## config.mk

```make
export PLATFORM = sky130hd
export DESIGN_NAME = drink_dispense_arb_flat
export DESIGN_NICKNAME = d
export VERILOG_FILES = /design/src/rtl/drink_dispense_arb_if.sv /design/src/rtl/drink_dispense_arb.sv /design/src/flat_wrapper.sv
export SDC_FILE = /design/constraint.sdc
export NUM_CORES = 1
export LEC_CHECK = 0
export CORE_AREA = 3 3 70 72
export CTS_BUF_LIST = sky130_fd_sc_hd__clkbuf_4 sky130_fd_sc_hd__clkbuf_8
export CTS_CLUSTER_DIAMETER = 100
export DETAILED_ROUTE_END_ITERATION = 10
export DIE_AREA = 0 0 73 75
export SYNTH_ARGS = -nofsm -noshare
export SYNTH_HDL_FRONTEND = slang
export SYNTH_SLANG_ARGS = --single-unit
```

## constraint.sdc

```tcl
create_clock -name clk -period 4.55 [get_ports clk]
set_input_delay 1.1375 -clock clk [delete_from_list [all_inputs] [get_ports clk]]
set_output_delay 1.1375 -clock clk [all_outputs]
set_load 0.005 [all_outputs]
```

## src/rtl/drink_dispense_arb_if.sv

```systemverilog
// Panel-side bus of the drink dispense arbiter: requests and latched service
// parameters in, grant/drive/status out.
interface drink_dispense_arb_if;
  logic       ena;
  logic [1:0] req;
  logic [1:0] cnt0;
  logic [1:0] cnt1;
  logic [1:0] chg;
  logic [1:0] gnt;
  logic       motor;
  logic       half_out;
  logic [1:0] done;
  logic       busy;
  logic [2:0] state;
  logic [7:0] served;

  modport master (
    output ena, req, cnt0, cnt1, chg,
    input  gnt, motor, half_out, done, busy, state, served
  );

  modport slave (
    input  ena, req, cnt0, cnt1, chg,
    output gnt, motor, half_out, done, busy, state, served
  );
endinterface

```

## src/rtl/drink_dispense_arb.sv

```systemverilog
// Round-robin arbiter/sequencer sharing one dispense motor and change chute
// between two coin panels; every output is a register.
module drink_dispense_arb #(
  parameter int MOTOR_CYC = 4,
  parameter int GAP_CYC   = 2,
  parameter int CHG_CYC   = 2
) (
  input  logic                 clk,
  input  logic                 reset,
  drink_dispense_arb_if.slave  bus
);

  typedef enum logic [2:0] {
    IDLE   = 3'd0,
    GRANT  = 3'd1,
    MOTOR  = 3'd2,
    GAP    = 3'd3,
    CHANGE = 3'd4,
    DONE   = 3'd5
  } state_t;

  // Counter reload values: a phase lasts until the counter has counted down to 0.
  localparam logic [7:0] MOTOR_LOAD = 8'(MOTOR_CYC - 1);
  localparam logic [7:0] GAP_LOAD   = 8'(GAP_CYC - 1);
  localparam logic [7:0] CHG_LOAD   = 8'(CHG_CYC - 1);

  state_t     st;
  logic [1:0] gnt_r;
  logic       motor_r;
  logic       half_r;
  logic [1:0] done_r;
  logic       busy_r;
  logic [7:0] served_r;
  logic       ptr;
  logic       win;
  logic [7:0] cyc;
  logic [1:0] rem;
  logic       chg_l;
  logic       pick;

  function automatic logic [1:0] onehot(input logic w);
    return w ? 2'b10 : 2'b01;
  endfunction

  function automatic logic [7:0] sat_inc(input logic [7:0] v);
    return (v == 8'hFF) ? v : v + 8'd1;
  endfunction

  // A lone request wins outright; a tie goes to the round-robin pointer.
  assign pick = (bus.req == 2'b10) ? 1'b1 :
                (bus.req == 2'b01) ? 1'b0 : ptr;

  always_ff @(posedge clk) begin
    if (reset) begin
      st       <= IDLE;
      gnt_r    <= 2'b00;
      motor_r  <= 1'b0;
      half_r   <= 1'b0;
      done_r   <= 2'b00;
      busy_r   <= 1'b0;
      served_r <= 8'd0;
      ptr      <= 1'b0;
      win      <= 1'b0;
      cyc      <= 8'd0;
      rem      <= 2'd0;
      chg_l    <= 1'b0;
    end else begin
      done_r <= 2'b00;
      unique case (st)
        IDLE: begin
          if (bus.ena && (bus.req != 2'b00)) begin
            win    <= pick;
            rem    <= pick ? bus.cnt1 : bus.cnt0;
            chg_l  <= bus.chg[pick];
            gnt_r  <= onehot(pick);
            busy_r <= 1'b1;
            st     <= GRANT;
          end
        end
        GRANT: begin
          if (rem != 2'd0) begin
            cyc     <= MOTOR_LOAD;
            motor_r <= 1'b1;
            st      <= MOTOR;
          end else if (chg_l) begin
            cyc    <= CHG_LOAD;
            half_r <= 1'b1;
            st     <= CHANGE;
          end else begin
            done_r <= onehot(win);
            st     <= DONE;
          end
        end
        MOTOR: begin
          if (cyc == 8'd0) begin
            rem      <= rem - 2'd1;
            served_r <= sat_inc(served_r);
            motor_r  <= 1'b0;
            if (rem == 2'd1) begin
              if (chg_l) begin
                cyc    <= CHG_LOAD;
                half_r <= 1'b1;
                st     <= CHANGE;
              end else begin
                done_r <= onehot(win);
                st     <= DONE;
              end
            end else begin
              cyc <= GAP_LOAD;
              st  <= GAP;
            end
          end else begin
            cyc <= cyc - 8'd1;
          end
        end
        GAP: begin
          if (cyc == 8'd0) begin
            cyc     <= MOTOR_LOAD;
            motor_r <= 1'b1;
            st      <= MOTOR;
          end else begin
            cyc <= cyc - 8'd1;
          end
        end
        CHANGE: begin
          if (cyc == 8'd0) begin
            half_r <= 1'b0;
            done_r <= onehot(win);
            st     <= DONE;
          end else begin
            cyc <= cyc - 8'd1;
          end
        end
        DONE: begin
          ptr    <= ~win;
          gnt_r  <= 2'b00;
          busy_r <= 1'b0;
          st     <= IDLE;
        end
        default: begin
          gnt_r   <= 2'b00;
          motor_r <= 1'b0;
          half_r  <= 1'b0;
          busy_r  <= 1'b0;
          st      <= IDLE;
        end
      endcase
    end
  end

  assign bus.gnt      = gnt_r;
  assign bus.motor    = motor_r;
  assign bus.half_out = half_r;
  assign bus.done     = done_r;
  assign bus.busy     = busy_r;
  assign bus.state    = st;
  assign bus.served   = served_r;

endmodule

```

## src/flat_wrapper.sv

```systemverilog
// flat-port wrapper written by rule: the top's interface ports become plain ports
module drink_dispense_arb_flat 
#(
  parameter int MOTOR_CYC = 4,
  parameter int GAP_CYC   = 2,
  parameter int CHG_CYC   = 2
)
  (clk, reset, bus_ena, bus_req, bus_cnt0, bus_cnt1, bus_chg, bus_gnt, bus_motor, bus_half_out, bus_done, bus_busy, bus_state, bus_served);
  drink_dispense_arb_if bus_i ();
  input  logic clk;
  input  logic reset;
  input wire logic [$bits(bus_i.ena)-1:0] bus_ena;
  input wire logic [$bits(bus_i.req)-1:0] bus_req;
  input wire logic [$bits(bus_i.cnt0)-1:0] bus_cnt0;
  input wire logic [$bits(bus_i.cnt1)-1:0] bus_cnt1;
  input wire logic [$bits(bus_i.chg)-1:0] bus_chg;
  output wire logic [$bits(bus_i.gnt)-1:0] bus_gnt;
  output wire logic [$bits(bus_i.motor)-1:0] bus_motor;
  output wire logic [$bits(bus_i.half_out)-1:0] bus_half_out;
  output wire logic [$bits(bus_i.done)-1:0] bus_done;
  output wire logic [$bits(bus_i.busy)-1:0] bus_busy;
  output wire logic [$bits(bus_i.state)-1:0] bus_state;
  output wire logic [$bits(bus_i.served)-1:0] bus_served;
  assign bus_i.ena = bus_ena;
  assign bus_i.req = bus_req;
  assign bus_i.cnt0 = bus_cnt0;
  assign bus_i.cnt1 = bus_cnt1;
  assign bus_i.chg = bus_chg;
  assign bus_gnt = bus_i.gnt;
  assign bus_motor = bus_i.motor;
  assign bus_half_out = bus_i.half_out;
  assign bus_done = bus_i.done;
  assign bus_busy = bus_i.busy;
  assign bus_state = bus_i.state;
  assign bus_served = bus_i.served;
  drink_dispense_arb #(.MOTOR_CYC(MOTOR_CYC), .GAP_CYC(GAP_CYC), .CHG_CYC(CHG_CYC)) u_core (.clk(clk), .reset(reset), .bus(bus_i));
endmodule
```

### Yosys cells after proc, flatten, opt, wreduce, memory -nomap -nowiden

Cells that the tools add are included.

* bits in registers: 31
* output and inout port bits: 18

* add/sub/neg operators: 3
* $lt $le $gt $ge: 1
* eq/ne operators: 17
* mux-type cells: 44
* bitwise operators: 5
* reduce and logical (&&, ||, !) cells: 18

Operators by type and width (number)
* 8-bit 2-to-1 mux: 6
* 8-bit one-hot mux with 4 select lines: 1
* 2-bit 2-to-1 mux: 11
* 3-bit 2-to-1 mux: 6
* 3-bit one-hot mux with 5 select lines: 1
* 1-bit 2-to-1 mux: 13
* 2-bit by 1-bit inequality test with 1-bit output, second input constant: 6
* 8-bit by 1-bit adder with 8-bit output, second input constant: 1
* 8-bit equality test, second input constant: 1
* 8-bit zero test: 1
* 1-bit one-hot mux with 4 select lines: 2
* 2-bit one-hot mux with 2 select lines: 2
* 4-bit AND reduction: 2
* 8-bit by 1-bit subtractor with 8-bit output, second input constant: 1
* 3-bit by 2-bit equality test with 1-bit output, second input constant: 2
* 3-bit equality test, second input constant: 2
* 2-bit one-hot mux with 3 select lines: 1
* 2-bit AND reduction: 3
* 3-bit AND reduction: 2
* 2-bit nonzero test: 3
* 3-bit OR reduction: 2
* 1-bit inverter: 5
* 5-bit AND reduction: 1
* 2-bit by 1-bit equality test with 1-bit output, second input constant: 2
* 10 further kinds: 11

### Logic depth before layout (Yosys ltp)

Gate-level depths: netlist of the first run.

* word-level depth: 6
* depth in mapped cells: 7

### Worst setup path after synthesis of the first run

Ideal clock, no wire load.

* kind: input to register
* from: in bus_req[0]
* to: reg u_core.rem[0]
* arrival: 2079 ps
* required time: 4411 ps
* setup slack: 2332 ps
* cell stages on the path: 5
* buffers on the path: 0
* cells stage by stage: inv_1 > maj3_1 > mux2_2 > o21ai_0 > a221oi_1

* cells in the longest elaborated chain, start to end: 6
* elaborated cells on any way between the ends: 11
* those cells by class: eq/ne: 3; mux: 5; reduce/logical: 3

RTL lines
* start: declaration: RTL line flat_wrapper.sv:13 `input wire logic [$bits(bus_i.req)-1:0] bus_req;`
* 2-bit by 1-bit equality test with 1-bit output: RTL line drink_dispense_arb.sv:51 `(bus.req == 2'b01) ? 1'b0 : ptr;`
* 1-bit 2-to-1 mux: RTL line drink_dispense_arb.sv:51
* 1-bit 2-to-1 mux: RTL line drink_dispense_arb.sv:50 `assign pick = (bus.req == 2'b10) ? 1'b1 :`
* 2-bit 2-to-1 mux: RTL line drink_dispense_arb.sv:73 `rem <= pick ? bus.cnt1 : bus.cnt0;`
* 2-bit 2-to-1 mux: RTL line drink_dispense_arb.sv:71 `if (bus.ena && (bus.req != 2'b00)) begin`
* 2-bit one-hot mux with 2 select lines: RTL line drink_dispense_arb.sv:69 `unique case (st)`
* end signal: assignment: RTL line drink_dispense_arb.sv:73
* end signal: assignment: RTL line drink_dispense_arb.sv:96 `rem <= rem - 2'd1;`
* end: declaration: RTL line drink_dispense_arb.sv:37 `logic [1:0] rem;`

Parallel ways exist; a longest one is shown, timed or not. The select of a mux whose other input is x is not followed.
A chain may end at the register's enable or synchronous reset.

### Worst setup path after layout of the first run

* from: reg u_core.st[1] (netlist: u_core.bus.state[1])
* to: out bus_state[1]

RTL lines
* start: declaration: RTL line drink_dispense_arb.sv:27 `state_t st;`
* start signal: assignment: RTL line drink_dispense_arb.sv:55 `st <= IDLE;`
* start signal: assignment: RTL line drink_dispense_arb.sv:77 `st <= GRANT;`
* start signal: assignment: RTL line drink_dispense_arb.sv:84 `st <= MOTOR;`
* end: declaration: RTL line flat_wrapper.sv:22 `output wire logic [$bits(bus_i.state)-1:0] bus_state;`

No word-level cell between the ends.

==> results of run 1 <==
[placed cells by master (no fill, tap or decap), drive strengths merged, types with 5 or more instances in the layout]
cell and n:
a21oi 20, a31oi 5, clkbuf 7, clkdlybuf4s50 28, dfxtp 31, ha 5
inv 8, nand2 15, nand2b 9, nand3 6, nor2 23, nor2b 6
nor3 8, nor3b 5, o21ai 13, xnor2 8
[state kept, by name, indices dropped and copies added, names as in the netlist]
register	count
u_core.rem	2
u_core.bus.motor	1
u_core.bus.gnt	2
u_core.cyc	8
u_core.bus.busy	1
u_core.bus.done	2
u_core.ptr	1
u_core.bus.state	3
u_core.bus.half_out	1
u_core.bus.served	8
u_core.chg_l	1
u_core.win	1
[layer usage]
metal	part of all wire (%)	vias to the layer above
met1	50	766
li1	-	857
met4	2.0	0
met5	0	-
met2	44	32
met3	3.6	7
[cells in the mapped netlist, drive strengths merged, types with 2 or more instances]
cell type	n
o211ai	4
dfxtp	31
and4	2
o31a	2
nor3b	5
inv	8
nand2	15
mux2	2
a21oi	20
nor2	23
nand2b	9
a311oi	2
ha	5
xnor2	8
buf	6
a211oi	2
clkbuf	5
nor3	8
nor4b	2
o21ai	13
o22a	2
o21a	3
nor2b	6
or4	2
nand3	6
nor4	2
a31oi	5
or3	2
mux2i	2
a22o	2
[stage by stage]
| step | instances | util, % | total power [uW] | hold WS [ns] | cell area (um^2) |
|---|---|---|---|---|---|
| floorplan | 220 | - | 997.0 | 0.4382 | 1861 |
| global placement | 290 | 49.74 | 1185 | 0.4601 | 2166 |
| finish | 298 | 52.13 | 1416 | 0.4663 | 2270 |
| CTS | 298 | 52.13 | 1426 | 0.4721 | 2270 |
| global route | 298 | 52.13 | 1541 | 0.4913 | 2270 |
| detailed placement | 290 | 49.74 | 1174 | 0.4625 | 2166 |
[final cells by class]
type | count | area [um^2] | area share [%]
inverters | 8 | 30.03 | 1.323
flip-flops and latches | 31 | 620.6 | 27.34
clock inverters | 1 | 7.507 | 0.3308
multi-input cells | 170 | 1162 | 51.21
well taps | 52 | 65.06 | 2.867
repair buffers | 29 | 287.8 | 12.68
clock buffers | 7 | 96.34 | 4.245
[worst max-delay path by stage]
| stage | end | slack, ns |
|---|---|---|
| after floorplan | u_core.rem[0] | 2.33 |
| after global placement | u_core.cyc[5] | 1.68 |
| after detailed placement | u_core.cyc[5] | 1.65 |
| after CTS | bus_state[1] | 1.75 |
| after global routing | bus_state[1] | 1.66 |
| final | bus_state[1] | 1.74 |
[power breakdown]
part	switching [uW]	internal (uW)	total [uW]
Sequential	106	331	437
Clock	106	137	244
Combinational	405	331	736
Total	617	800	1420
[cell families after synthesis]
kind of cell	synth area share, %
XOR/XNOR	3.766
buffers and inverters	4.169
AO/OA/AOI/OAI	24.48
adder cells (fa/ha/maj)	3.900
AND/OR/NAND/NOR	28.04
multiplexers	2.286
flip-flops	33.36
[worst reg2reg max path, cell delays in order (launching register included)]
cell and delay [ns]:
dfxtp_1 0.76, nor3b_2 0.44, nand3_2 0.25, nor4_2 0.36, xnor2_1 0.15, nor2_1 0.05
==> out/metrics.cfg, run 1 <==
[setup_path]
setup.worst_path.start=u_core.bus.state[1]
crit_arrival_ns=1.67
crit_family=flip-flops
worstPathCellList=clkdlybuf4s50_1
critical_path.endpoint_type=primary output
cp_num_cells=1
reg2reg_to=u_core.bus.served[5]
path_buf_inv=1
critical_path_class=reg2out
r2r_slack_ns=2.39
worstReg2RegStart=u_core.bus.state[1]
worstPathMaxFanout=21
cp-start-kind=register
crit_required_ns=3.41
cp_slowest_cell=dfxtp_1
cpPeakStageDelay_ns=0.76
r2r_cells=5

[grt]
met1_usage_pct=24.69
use_met2_pct=24.73
antenna_found_initial=0
gr-total-overflow=0
grt_use_met3_pct=3.338
grt_max_degree=22
grt_pass1_vias=1504
grt_pass1_wl_um=7348
track_usage_pct=17.24
busiest_layer=met2

[sta]
setup_ws_ns=1.742
setup_viol=0
tightest_slew_ns=0.7298
slew_violations=0
hold_violations=0
finalCritPeriodShare_pct=61.70
skew_ns=0.005734
post-route-min-period_ns=2.808
fin_setup_tns_ns=0
fmax_ghz=0.3562
max-slew-margin-rel_pct=51.19
rsz0062_at_grt=false

[worst_hold_path]
hold_class=reg2reg
hold_depth=2
holdCritStartpoint=u_core.bus.busy
hold_end=u_core.bus.busy

[synth]
synthDistinctLibCells=58
yosys.area.top_type_share_pct=33.36
synth_top_cell_by_area=dfxtp_1
synth_area_mm2=0.001861
synthesis.nets=236
seq_area_frac_synth_pct=33.36
postSynthCellCount=220
synth_ff_type=dfxtp_1
yosys_register_bits=31
syn_area_per_cell_um2=8.457
synth_area_leaders=dfxtp_1 (33%), a21oi_1 (5.4%), nor2_1 (4.4%), xnor2_1 (3.8%), ha_1 (3.4%)
synth_edf_count=0
synthArstFlopShare_pct=0
synth_warnings=0

[place]
dpl.hpwl_um=3063
portBuffers=28
pre_cts_ws_ns=1.645
finalWeightedCongestion=0.7981

[die]
die_h_um=75
core-area_mm2=0.004354
dieArea_mm2=0.005475
start_util_pct=42.73
fp-row-count=24
die_x_um=73
ioPinCount=29

[finish]
areaGrowthSynthToFinish_pct=21.99
drive_above_1_share_pct=11.79
fillCellCount=428
n_antenna_cell=0
nets=261

[routing]
vias_per_cell=5.577
routed_wl_um=4250
wire_per_inst_um=14.26
final_antenna_net_count=0
remaining_drc_errors=0
dr_total_vias=1662
drt_iter0_drc=115
first_pass_iters=4

[clock_tree]
h-tree-depth=2
cts-hold-fix-buffers=0
postCtsSetupRepairBufs=0
cts_sinks=31
clockRootBuffer=clkbuf_8
cts_tree=yes
worstSkewPairLatency_ns=0.29
cts_inserted_buffers=5
path_clk_slew_ns=0.07
cts_max_path_buffers=2
ctsResizeCount=0

[power_and_ir_drop]
power.leakage_uw=0.0007766
vdd_drop_max_v=0.0002217
power.density_mw_per_mm2=624.0

[run]
max_cap_viol_count=0

[status]
status=finished, final reports clean

Note: power is estimated with default switching activity, not from simulation.
==> run 2, diff against run 1 <==
Settings changed: PLACE_DENSITY set to 0.67.
Clock period 4.55 ns to 2.5 ns, I/O delays scaled along.
==> run 2 against run 1 <==
  * Clock-buffer cell count is 1 lower
  * Global-route usage is 0.15 points lower
  * Routed wire length is 1.2% higher
  * Total power is 89% higher
  * Die area stayed put
  * Final cell count is 1.0% higher
  * Critical path type unchanged
==> out/metrics.cfg, run 2 (synthesis gave the netlist of run 1 again) <==
[status]
status=finished, final reports clean

[sta]
hold_violations=0
rsz0062_at_grt=false
fmax_ghz=0.4703
tightest_slew_ns=0.5304
max-slew-margin-rel_pct=64.27
post-route-min-period_ns=2.126
fin_setup_tns_ns=0
finalCritPeriodShare_pct=85.04
setup_viol=0
slew_violations=0
skew_ns=0.004431

[routing]
vias_per_cell=5.658
first_pass_iters=4
drt_iter0_drc=126
wire_per_inst_um=14.29
routed_wl_um=4300
remaining_drc_errors=0
dr_total_vias=1703
final_antenna_net_count=0

[place]
portBuffers=28
finalWeightedCongestion=0.8215
dpl.hpwl_um=3122

[setup_path]
worstReg2RegStart=u_core.cyc[0]
crit_arrival_ns=1.50
cpPeakStageDelay_ns=0.63
cp_slowest_cell=dfxtp_1
critical_path.endpoint_type=primary output
r2r_cells=7
worstPathCellList=clkdlybuf4s50_1
r2r_slack_ns=0.52
reg2reg_to=u_core.cyc[0]
path_buf_inv=1
crit_required_ns=1.88
crit_family=flip-flops
critical_path_class=reg2out
cp-start-kind=register
worstPathMaxFanout=14

[run]
max_cap_viol_count=0

[clock_tree]
cts_max_path_buffers=2
ctsResizeCount=0
postCtsSetupRepairBufs=0
cts-hold-fix-buffers=0
h-tree-depth=2
cts_tree=yes
worstSkewPairLatency_ns=0.28
cts_inserted_buffers=5
cts_sinks=31
path_clk_slew_ns=0.07
clockRootBuffer=clkbuf_8

[grt]
gr-total-overflow=0
grt_max_degree=31
antenna_found_initial=0
track_usage_pct=17.09
grt_pass1_wl_um=7314
grt_pass1_vias=1592

[finish]
layout_commonest_cell=dfxtp_1
n_antenna_cell=0
areaGrowthSynthToFinish_pct=24.61
drive_above_1_share_pct=12.85
final_cell_mix=dfxtp_1 (31), clkdlybuf4s50_1 (28), nor2_1 (22), a21oi_1 (20), nand2_1 (14)
nets=264
fin_util_pct=53.25

[die]
start_util_pct=42.73
fp-row-count=24
die_x_um=73
ioPinCount=29
core-area_mm2=0.004354
dieArea_mm2=0.005475
die_h_um=75

[power_and_ir_drop]
internal-power_uw=1551
comb_power_share_pct=52.7
power.density_mw_per_mm2=1157
clock_power_share_pct=19.0
pwr-share-seq_pct=28.2
switching_share_pct=42.18
p_switching_uw=1131
vdd_drop_max_v=0.0004229
power.leakage_uw=0.0008077

[worst_hold_path]
hold_depth=2
holdCritStartpoint=u_core.bus.busy
hold_end=u_core.bus.busy
hold_class=reg2reg

run 2: cell types whose count changed in the layout (fill, tap and decap cells not counted), sizes merged:
cell / before / now
bufinv: 0 / 1
clkinvlp: 1 / 0
buf: 1 / 4
clkbuf: 7 / 6
clkinv: 0 / 1
run 2: worst max path at each step:
stage / from / to / slack, ns / cells after the start
after global routing: u_core.bus.state[0] / bus_state[0] / 0.28 / 1
final: u_core.bus.state[0] / bus_state[0] / 0.37 / 1
after global placement: bus_req[0] / u_core.rem[0] / 0.25 / 6
after CTS: u_core.bus.state[0] / bus_state[0] / 0.38 / 1
after detailed placement: bus_req[0] / u_core.rem[0] / 0.22 / 6
after floorplan: u_core.cyc[0] / u_core.cyc[5] / 0.75 / 7
run 2: power groups by stage:
stage                     clock (uW)  sequential, uW  combinational, uW
after floorplan                    0             708               1110
after CTS                        525             753               1420
after detailed placement           0             765               1410
final                            511             757               1410
after global placement             0             761               1400
after global routing             546             777               1570
run 2: final cells by class:
class	count	area [um^2]
repair buffers	32	322.8
clock inverters	2	35.03
flip-flops and latches	31	620.6
clock buffers	6	82.58
fillers	419	2036
multi-input cells	170	1162
well taps	52	65.06
inverters	8	30.03
run 2: worst reg2reg max path, delay by kind of cell (launching register included):
family | cells | cell delay (ns)
and+or+nand+nor | 3 | 0.99
buffers and inverters | 1 | 0.12
adders and majority gates | 1 | 0.18
AOI/OAI and AO/OA | 2 | 0.22
DFF | 1 | 0.36
run 2: through the flow:
stage,setup WS (ns),instance area [um^2],hold slack (ns),power (uW),std cells
floorplan,0.7545,1861,0.4382,1815,220
global placement,0.2463,2201,0.4478,2160,293
detailed placement,0.2177,2201,0.4593,2171,293
CTS,0.3806,2318,0.4690,2694,301
global route,0.2834,2318,0.4842,2896,301
finish,0.3739,2318,0.4641,2682,301
run 2: per-layer routing:
metal  up-vias  global-route usage [%]  wire (um)
met1       800                   22.89       2113
met5         -                       0          0
li1        864                       -          -
met3         5                   3.872        157
met2        34                   27.61       1992
met4         0                   4.918         36
